[src/rtl/serial_alu_sched_if.sv]
// Request/response bundle between the two ALU clients and the serial ALU scheduler.
// The master side is the client pair; the slave side is the scheduler.
interface serial_alu_sched_if #(
  parameter int unsigned WIDTH = 4
);
  logic             req0_valid;
  logic             req0_ready;
  logic [WIDTH-1:0] req0_a;
  logic [WIDTH-1:0] req0_b;
  logic [2:0]       req0_op;
  logic             req1_valid;
  logic             req1_ready;
  logic [WIDTH-1:0] req1_a;
  logic [WIDTH-1:0] req1_b;
  logic [2:0]       req1_op;
  logic             rsp_valid;
  logic             rsp_id;
  logic [WIDTH-1:0] rsp_c;
  logic             rsp_carry;
  logic             rsp_sign;
  logic             rsp_zero;
  logic             rsp_err;

  modport master (
    output req0_valid, req0_a, req0_b, req0_op,
    output req1_valid, req1_a, req1_b, req1_op,
    input  req0_ready, req1_ready,
    input  rsp_valid, rsp_id, rsp_c, rsp_carry, rsp_sign, rsp_zero, rsp_err
  );

  modport slave (
    input  req0_valid, req0_a, req0_b, req0_op,
    input  req1_valid, req1_a, req1_b, req1_op,
    output req0_ready, req1_ready,
    output rsp_valid, rsp_id, rsp_c, rsp_carry, rsp_sign, rsp_zero, rsp_err
  );
endinterface

[src/rtl/serial_alu_sched.sv]
// Round-robin scheduler for two requesters feeding a bit-serial add/sub/and/xor engine.
// Each op runs LSB-first, one bit per clock, and returns a tagged one-cycle response.
module serial_alu_sched #(
  parameter int unsigned WIDTH = 4
) (
  input  logic               clk,
  input  logic               rst_n,
  serial_alu_sched_if.slave  bus,
  output logic               busy
);
  localparam int unsigned IW = $clog2(WIDTH);

  localparam logic [2:0] OP_XOR = 3'b001;
  localparam logic [2:0] OP_ADD = 3'b010;
  localparam logic [2:0] OP_AND = 3'b011;
  localparam logic [2:0] OP_SUB = 3'b100;

  typedef enum logic [1:0] {IDLE, RUN, DONE} state_t;

  state_t           state;
  logic [WIDTH-1:0] a_r;
  logic [WIDTH-1:0] b_r;
  logic [WIDTH-1:0] c_r;
  logic [2:0]       op_r;
  logic             id_r;
  logic             last_id;
  logic             cy;
  logic [IW-1:0]    idx;

  logic             grant0;
  logic             grant1;
  logic             abit;
  logic             bbit;
  logic             cbit;
  logic             cy_n;
  logic [WIDTH-1:0] res;

  // On a tie the requester that did not win last time is granted.
  always_comb begin
    grant0 = bus.req0_valid & (~bus.req1_valid | last_id);
    grant1 = bus.req1_valid & (~bus.req0_valid | ~last_id);
  end

  assign bus.req0_ready = rst_n & (state == IDLE) & grant0;
  assign bus.req1_ready = rst_n & (state == IDLE) & grant1;
  assign busy           = (state != IDLE);

  always_comb begin
    abit = a_r[idx];
    bbit = b_r[idx];
    cbit = 1'b0;
    cy_n = 1'b0;
    case (op_r)
      OP_XOR: cbit = abit ^ bbit;
      OP_ADD: begin
        cbit = abit ^ bbit ^ cy;
        cy_n = (abit & bbit) | (cy & (abit ^ bbit));
      end
      OP_AND: cbit = abit & bbit;
      OP_SUB: begin
        cbit = abit ^ bbit ^ cy;
        cy_n = (~abit & bbit) | (~(abit ^ bbit) & cy);
      end
      default: begin
        cbit = 1'b0;
        cy_n = 1'b0;
      end
    endcase
    res      = c_r;
    res[idx] = cbit;
  end

  always_ff @(posedge clk or negedge rst_n) begin
    if (!rst_n) begin
      state         <= IDLE;
      a_r           <= '0;
      b_r           <= '0;
      c_r           <= '0;
      op_r          <= '0;
      id_r          <= 1'b0;
      last_id       <= 1'b1;
      cy            <= 1'b0;
      idx           <= '0;
      bus.rsp_valid <= 1'b0;
      bus.rsp_id    <= 1'b0;
      bus.rsp_c     <= '0;
      bus.rsp_carry <= 1'b0;
      bus.rsp_sign  <= 1'b0;
      bus.rsp_zero  <= 1'b0;
      bus.rsp_err   <= 1'b0;
    end else begin
      case (state)
        IDLE: begin
          if (bus.req0_ready || bus.req1_ready) begin
            a_r     <= bus.req1_ready ? bus.req1_a  : bus.req0_a;
            b_r     <= bus.req1_ready ? bus.req1_b  : bus.req0_b;
            op_r    <= bus.req1_ready ? bus.req1_op : bus.req0_op;
            id_r    <= bus.req1_ready;
            last_id <= bus.req1_ready;
            c_r     <= '0;
            cy      <= 1'b0;
            idx     <= '0;
            state   <= RUN;
          end
        end
        RUN: begin
          c_r <= res;
          cy  <= cy_n;
          idx <= idx + IW'(1);
          // Flags come from the combinational view so they include the final bit.
          if (idx == IW'(WIDTH - 1)) begin
            state         <= DONE;
            bus.rsp_valid <= 1'b1;
            bus.rsp_id    <= id_r;
            bus.rsp_c     <= res;
            bus.rsp_carry <= cy_n;
            bus.rsp_sign  <= res[WIDTH-1];
            bus.rsp_zero  <= (res == '0);
            bus.rsp_err   <= (op_r > OP_SUB);
          end
        end
        DONE: begin
          bus.rsp_valid <= 1'b0;
          state         <= IDLE;
        end
        default: state <= IDLE;
      endcase
    end
  end
endmodule

[src/flat_wrapper.sv]
// flat-port wrapper written by rule: the top's interface ports become plain ports
module serial_alu_sched_flat 
#(
  parameter int unsigned WIDTH = 4
)
  (clk, rst_n, busy, bus_req0_valid, bus_req0_a, bus_req0_b, bus_req0_op, bus_req1_valid, bus_req1_a, bus_req1_b, bus_req1_op, bus_req0_ready, bus_req1_ready, bus_rsp_valid, bus_rsp_id, bus_rsp_c, bus_rsp_carry, bus_rsp_sign, bus_rsp_zero, bus_rsp_err);
  serial_alu_sched_if #(.WIDTH(WIDTH)) bus_i ();
  input  logic clk;
  input  logic rst_n;
  output logic busy;
  input wire logic [$bits(bus_i.req0_valid)-1:0] bus_req0_valid;
  input wire logic [$bits(bus_i.req0_a)-1:0] bus_req0_a;
  input wire logic [$bits(bus_i.req0_b)-1:0] bus_req0_b;
  input wire logic [$bits(bus_i.req0_op)-1:0] bus_req0_op;
  input wire logic [$bits(bus_i.req1_valid)-1:0] bus_req1_valid;
  input wire logic [$bits(bus_i.req1_a)-1:0] bus_req1_a;
  input wire logic [$bits(bus_i.req1_b)-1:0] bus_req1_b;
  input wire logic [$bits(bus_i.req1_op)-1:0] bus_req1_op;
  output wire logic [$bits(bus_i.req0_ready)-1:0] bus_req0_ready;
  output wire logic [$bits(bus_i.req1_ready)-1:0] bus_req1_ready;
  output wire logic [$bits(bus_i.rsp_valid)-1:0] bus_rsp_valid;
  output wire logic [$bits(bus_i.rsp_id)-1:0] bus_rsp_id;
  output wire logic [$bits(bus_i.rsp_c)-1:0] bus_rsp_c;
  output wire logic [$bits(bus_i.rsp_carry)-1:0] bus_rsp_carry;
  output wire logic [$bits(bus_i.rsp_sign)-1:0] bus_rsp_sign;
  output wire logic [$bits(bus_i.rsp_zero)-1:0] bus_rsp_zero;
  output wire logic [$bits(bus_i.rsp_err)-1:0] bus_rsp_err;
  assign bus_i.req0_valid = bus_req0_valid;
  assign bus_i.req0_a = bus_req0_a;
  assign bus_i.req0_b = bus_req0_b;
  assign bus_i.req0_op = bus_req0_op;
  assign bus_i.req1_valid = bus_req1_valid;
  assign bus_i.req1_a = bus_req1_a;
  assign bus_i.req1_b = bus_req1_b;
  assign bus_i.req1_op = bus_req1_op;
  assign bus_req0_ready = bus_i.req0_ready;
  assign bus_req1_ready = bus_i.req1_ready;
  assign bus_rsp_valid = bus_i.rsp_valid;
  assign bus_rsp_id = bus_i.rsp_id;
  assign bus_rsp_c = bus_i.rsp_c;
  assign bus_rsp_carry = bus_i.rsp_carry;
  assign bus_rsp_sign = bus_i.rsp_sign;
  assign bus_rsp_zero = bus_i.rsp_zero;
  assign bus_rsp_err = bus_i.rsp_err;
  serial_alu_sched #(.WIDTH(WIDTH)) u_core (.clk(clk), .rst_n(rst_n), .bus(bus_i), .busy(busy));
endmodule
[config.mk]
export PLATFORM = sky130hd
export DESIGN_NAME = serial_alu_sched_flat
export DESIGN_NICKNAME = d
export VERILOG_FILES = /design/src/rtl/serial_alu_sched_if.sv /design/src/rtl/serial_alu_sched.sv /design/src/flat_wrapper.sv
export SDC_FILE = /design/constraint.sdc
export NUM_CORES = 1
export LEC_CHECK = 0
export BUFFER_PORTS_ARGS = -buffer_cell sky130_fd_sc_hd__clkbuf_2
export CORE_UTILIZATION = 52
export CTS_CLUSTER_DIAMETER = 40
export DETAILED_ROUTE_END_ITERATION = 7
export PLACE_DENSITY_LB_ADDON = 0.15
export SLEW_MARGIN = 10
export SYNTH_ARGS = -nofsm -noshare
export SYNTH_HDL_FRONTEND = slang
export SYNTH_SLANG_ARGS = --single-unit
[constraint.sdc]
create_clock -name clk -period 3.2 [get_ports clk]
set_input_delay 0.64 -clock clk [delete_from_list [all_inputs] [get_ports clk]]
set_output_delay 0.64 -clock clk [all_outputs]
set_load 0.01 [all_outputs]
==> impl_metrics.json, run 1 <==
{
  "syn_nets": 206,
  "grt_setup_unrepaired": "no",
  "avgRoutedWirePerCell_um": 14.1,
  "ant_nets": 0,
  "synth_top_area_frac": 0.457,
  "die_h_um": 57.2,
  "yosys.area_share.simple": 0.222,
  "synthXorXnorAreaFrac": 0,
  "fin_area_um2": 1830,
  "hpwl_um": 2530,
  "io_pins": 39,
  "r2r_start": "u_core.idx[0]",
  "vias": 1346,
  "async_flop_share": 1.00,
  "fmax_mhz": 379,
  "cts_tree": "done",
  "grt_pass1_wl_um": 5930,
  "ir_worst_vdd_uv": 540,
  "ff2ff_setup_slack_ns": 0.56,
  "coreArea_um2": 2830,
  "post-route-period-util": 0.824,
  "muxShareOfSynthArea": 0.0347,
  "cp.arrival_ns": 2.91,
  "clk_pin_slew_ns": 0.09,
  "clkLatencyLatePin_ns": 0.33,
  "postCtsSetupBuffers": 0,
  "ys_seq_area_frac": 0.474,
  "fin_skew_ns": 0.00791,
  "slew_headroom": 0.586,
  "place_area_um2": 1780,
  "syn_area_um2": 1590,
  "synth.distinct_cells": 32,
  "crit_type": "flop to flop",
  "drt_iter0_drc": 55,
  "antenna_found_initial": 0,
  "start_util": 0.561,
  "grt_pass1_vias": 1322,
  "power_leakage_nw": 0.918,
  "drt_first_pass_iters": 4,
  "core.rowCount": 19,
  "final_cells": 240,
  "highest_layer": "met4",
  "hold_viol_final": 0,
  "overflow": 0,
  "worst_pin_slew_ns": 0.616,
  "via_per_inst": 5.61,
  "setup-tns-final_ns": 0,
  "synth_area_leader_cell": "dfrtp_1",
  "clock_path_buffers": 2,
  "cts-htree-levels": 2,
  "r2r_end": "u_core.c_r[0]",
  "hold_class": "input pin to async pin",
  "min_period_ns": 2.64,
  "cts-hold-fix-buffers": 0,
  "cts_resized": 0,
  "cp-end-kind": "flop",
  "post_route_cells_drive_above_1_share": 0.254,
  "drc": 0,
  "yosys.area_share.adder": 0.0726,
  "synth_top_family_by_area": "simple AND/OR/NAND/NOR gates",
  "cts_buffers": 5,
  "die_w_um": 57.2,
  "crit_path_start_kind": "flop",
  "globalRouteTotalUtil": 0.243,
  "drt_wl_total_um": 3400,
  "cap_violations": 0,
  "io_buffers": 38,
  "cp_max_fo": 7,
  "powerDensity_nw_per_um2": 980,
  "dp.cells": 234,
  "nNetsFinal": 244,
  "wl_met1_um": 1430,
  "syn_inst": 172,
  "r2r_cells": 6,
  "synth_compound_area_frac": 0.141,
  "required_ns": 3.47,
  "status": "finished clean",
  "area_growth_pct": 15.2,
  "synth_enable_flop_cells": 0,
  "ys.flop_type": "dfrtp_1",
  "ys_top_cells_by_area": "dfrtp_1, nand2_1, ha_1",
  "n_antenna_cell": 0,
  "syn_avg_cell_area_um2": 9.22,
  "cts.sinks": 30,
  "clockRootBuffer": "clkbuf_4",
  "grt_max_degree": 32,
  "power_mw": 1.79,
  "dr_wl_met3_um": 216,
  "die_area_um2": 3280,
  "wl_met2_um": 1700,
  "finalSetupViolCount": 0,
  "gp_congestion": 0.815,
  "finalMaxSlewViolations": 0,
  "yosysWarningCount": 0,
  "synth.ff_latch_count": 30
}
-- worst max-delay path by stage --
stage	startpoint	end	slack, ns	cells past startpoint
5_1_grt	u_core.idx[0]	u_core.c_r[0]	0.42	6
4_1_cts	u_core.idx[0]	u_core.c_r[0]	0.58	6
3_5_place_dp	u_core.idx[0]	u_core.c_r[0]	0.61	6
6_report	u_core.idx[0]	u_core.c_r[0]	0.56	6
2_1_floorplan	u_core.idx[0]	u_core.c_r[0]	0.89	6
3_3_place_gp	u_core.idx[0]	u_core.c_r[2]	0.82	6
-- report_power, final --
group / internal [mW] / switching, mW / total [mW]
combinational: 0.361 / 0.500 / 0.862
sequential: 0.553 / 0.151 / 0.705
clock: 0.0988 / 0.127 / 0.226
-- synthesized netlist by cell type (all sizes together), types with 3 or more instances --
master	n
nor2	19
a31oi	11
a21oi	5
clkbuf	4
ha	6
nor3	3
a32o	3
o21ai	13
nand2b	6
nand2	38
dfrtp	29
inv	11
buf	4
-- routing by layer --
layer	GRT usage	up-vias
li1	-	659
met1	0.289	635
met2	0.410	45
met3	0.0839	7
met4	0.0906	0
met5	0	-
-- sequential cells by signal, summed over array words and instances (netlist names) --
signal	count
u_core.idx	2
u_core.bus.rsp_zero	1
u_core.bus.rsp_valid	1
u_core.op_r	3
u_core.bus.rsp_sign	1
u_core.state	2
u_core.a_r	4
u_core.bus.rsp_id	1
u_core.cy	1
u_core.last_id	1
u_core.bus.rsp_err	1
u_core.id_r	1
u_core.bus.rsp_c	3
u_core.c_r	3
u_core.bus.rsp_carry	1
u_core.b_r	4
-- metrics by stage --
stage	hold WS, ns	utilization	setup WS (ns)
2_1_floorplan	0.344	-	0.893
3_3_place_gp	0.455	0.628	0.820
3_5_place_dp	0.459	0.628	0.605
4_1_cts	0.374	0.646	0.580
5_1_grt	0.379	0.646	0.418
6_report	0.350	0.646	0.563
-- area by class of cell --
type,instances,area (um^2)
repair buffers,39,198
inverters,11,41.3
multi-input cells,123,747
fillers,256,1000
clock buffers,6,51.3
flip-flops and latches,30,752
well taps,31,38.8
-- critical path: stages (launching register included) --
cell and delay, ns:
dfrtp_1 0.51, mux4_2 0.59, inv_1 0.15, fa_1 0.43, nor4b_1 0.41, a311o_1 0.29
a32o_1 0.20
-- logic make-up after synthesis --
logic type                 Yosys count
and+or+nand+nor                     76
AOI/OAI and AO/OA                   36
DFF                                 30
buffers and inverters               19
adders and majority gates            8
muxes                                3
-- cells in the final DEF, fill, tap and decap left out, types with 2 or more instances in the layout --
cell,count
nand2_1,38
inv_1,10
nor2b_1,2
nand2b_1,6
o21ai_0,13
a21oi_1,5
dfrtp_1,29
nor2_1,19
nor3_1,3
mux4_2,2
fa_1,2
a32o_1,3
clkbuf_2,38
clkbuf_4,5
nand3_2,2
ha_1,6
a31oi_1,11
Power figures use the tool's default switching activity.
==> inputs of run 2 (changes only) <==
--- a/config.mk
+++ b/config.mk
@@ -6,7 +6,7 @@
 export NUM_CORES = 1
 export LEC_CHECK = 0
 export BUFFER_PORTS_ARGS = -buffer_cell sky130_fd_sc_hd__clkbuf_2
-export CORE_UTILIZATION = 52
+export CORE_UTILIZATION = 47
 export CTS_CLUSTER_DIAMETER = 40
 export DETAILED_ROUTE_END_ITERATION = 7
 export PLACE_DENSITY_LB_ADDON = 0.15
==> constraint.sdc (replaced) <==
create_clock -name clk -period 2.25 [get_ports clk]
set_input_delay 0.45 -clock clk [delete_from_list [all_inputs] [get_ports clk]]
set_output_delay 0.45 -clock clk [all_outputs]
set_load 0.01 [all_outputs]
==> impl_metrics.json, run 2 (same netlist as run 1, synthesis figures left out) <==
{
  "grt_setup_unrepaired": "yes",
  "cp-end-kind": "flop",
  "nNetsFinal": 252,
  "crit_chain": "mux4_2, inv_2, fa_1, nor4b_4, a311o_1, a32o_1",
  "start_util": 0.507,
  "nFillCells": 277,
  "drt_first_pass_iters": 4,
  "worst_slack_ns": -0.0405,
  "crit_type": "flop to flop",
  "cts_buffers": 5,
  "overflow": 0,
  "io_pins": 39,
  "vias": 1354,
  "drt_iter0_drc": 69,
  "place_area_um2": 1860,
  "seq_area_um2": 753,
  "slew_headroom": 0.655,
  "hold_viol_final": 0,
  "die_h_um": 60.1,
  "cp_num_buf_inv": 1,
  "cp.arrival_ns": 2.53,
  "die_w_um": 60.1,
  "antenna_found_initial": 0,
  "hold_class": "input pin to async pin",
  "finalMaxSlewViolations": 0,
  "crit_path_start_kind": "flop",
  "hold_slack_ns": 0.177,
  "gp_congestion": 0.725,
  "required_ns": 2.48,
  "area_growth_pct": 21.6,
  "layout_common_cells": "nand2_1, clkbuf_2, dfrtp_1",
  "violations": "negative setup slack",
  "via_per_inst": 5.15,
  "n_antenna_cell": 0,
  "clockRootBuffer": "clkbuf_4",
  "cts-htree-levels": 2,
  "io_buffers": 38,
  "postCtsSetupBuffers": 0,
  "power_leakage_nw": 0.963,
  "grt_pass1_wl_um": 5490,
  "fin_skew_ns": 0.0114,
  "drc": 0,
  "globalRouteTotalUtil": 0.210,
  "avgRoutedWirePerCell_um": 12.5,
  "fmax_mhz": 437,
  "clock_path_buffers": 2,
  "ff2ff_setup_slack_ns": -0.04,
  "clkLatencyLatePin_ns": 0.33,
  "cp_max_fo": 4,
  "slowest_stage": "fa_1",
  "multiInputGateArea_um2": 762,
  "min_period_ns": 2.29,
  "grt_max_degree": 31,
  "finish.utilization": 0.617,
  "path_delay_family": "compound AO/OA/AOI/OAI gates",
  "coreArea_um2": 3130,
  "reg.largest.list": "u_core.a_r (4), u_core.b_r (4)",
  "drt_wl_total_um": 3290,
  "status": "complete, but fails checks",
  "core.rowCount": 20,
  "cts.sinks": 30,
  "grt_pass1_vias": 1235,
  "ant_nets": 0,
  "powerDensity_nw_per_um2": 1430,
  "worst_pin_slew_ns": 0.515,
  "cts_tree": "done",
  "die_area_um2": 3610,
  "post_route_cells_drive_above_1_share": 0.301,
  "cap_violations": 0,
  "fin_area_um2": 1930,
  "finalSetupViolCount": 3,
  "post-route-period-util": 1.02,
  "worst_path_largest_cell_delay_ns": 0.60,
  "hpwl_um": 2480,
  "ir_worst_vdd_uv": 669,
  "clk_pin_slew_ns": 0.10
}
[run 2: changes by cell type in the layout (fill, tap and decap cells not counted), sizes merged]
cell | previous run | this run
buf | 1 | 9
clkbuf | 44 | 45
clkinv | 0 | 1
[run 2: metal layers]
layer / track usage / up-vias / part of all wire
met1: 0.272 / 639 / 0.45
met2: 0.333 / 44 / 0.49
met5: 0 / - / 0
met4: 0.0698 / 0 / 0.0064
met3: 0.0649 / 2 / 0.052
li1: - / 669 / -
[run 2: area by class of cell]
class / instances / area share
Clock buffer: 7 / 0.0285
Clock inverter: 1 / 0.00259
Inverter: 11 / 0.0214
Multi-Input combinational cell: 123 / 0.395
Sequential cell: 30 / 0.390
Tap cell: 44 / 0.0285
Timing Repair Buffer: 47 / 0.134
[run 2: where the power goes]
| part | switching, mW | leakage, nW | total (mW) | internal (mW) |
|---|---|---|---|---|
| logic | 0.747 | 0.558 | 1.41 | 0.666 |
| clock network | 0.188 | 0.0353 | 0.339 | 0.151 |
| registers | 0.211 | 0.369 | 0.999 | 0.788 |
| total | 1.15 | 0.963 | 2.75 | 1.61 |
[run 2: metrics by stage]
step	TNS (ns)	worst slack (ns)	instances	power [mW]
floorplan	0	0.0102	172	1.90
global placement	0	0.0483	255	2.30
detailed placement	-0.0414	-0.0210	255	2.37
CTS	-0.0189	-0.0175	263	2.72
global route	-0.788	-0.117	263	3.00
finish	-0.0959	-0.0405	263	2.75
[run 2: worst paths after layout]
kind,startpoint,end,cells past startpoint
setup / recovery,u_core.idx[0],u_core.c_r[0],6
hold / removal,rst_n,u_core.state[1],2
setup reg to reg,u_core.idx[0],u_core.c_r[0],6
hold reg to reg,u_core.last_id,u_core.last_id,2
max in group asynchronous,rst_n,u_core.last_id,2
min in group clk,bus_req0_a[0],u_core.a_r[0],3
[run 2: repair_timing]
item,CTS,global route
gates cloned,0,0
hold buffers,0,0
setup endpoints to repair,8,8
gates resized for setup,2,5
pin swaps,3,6
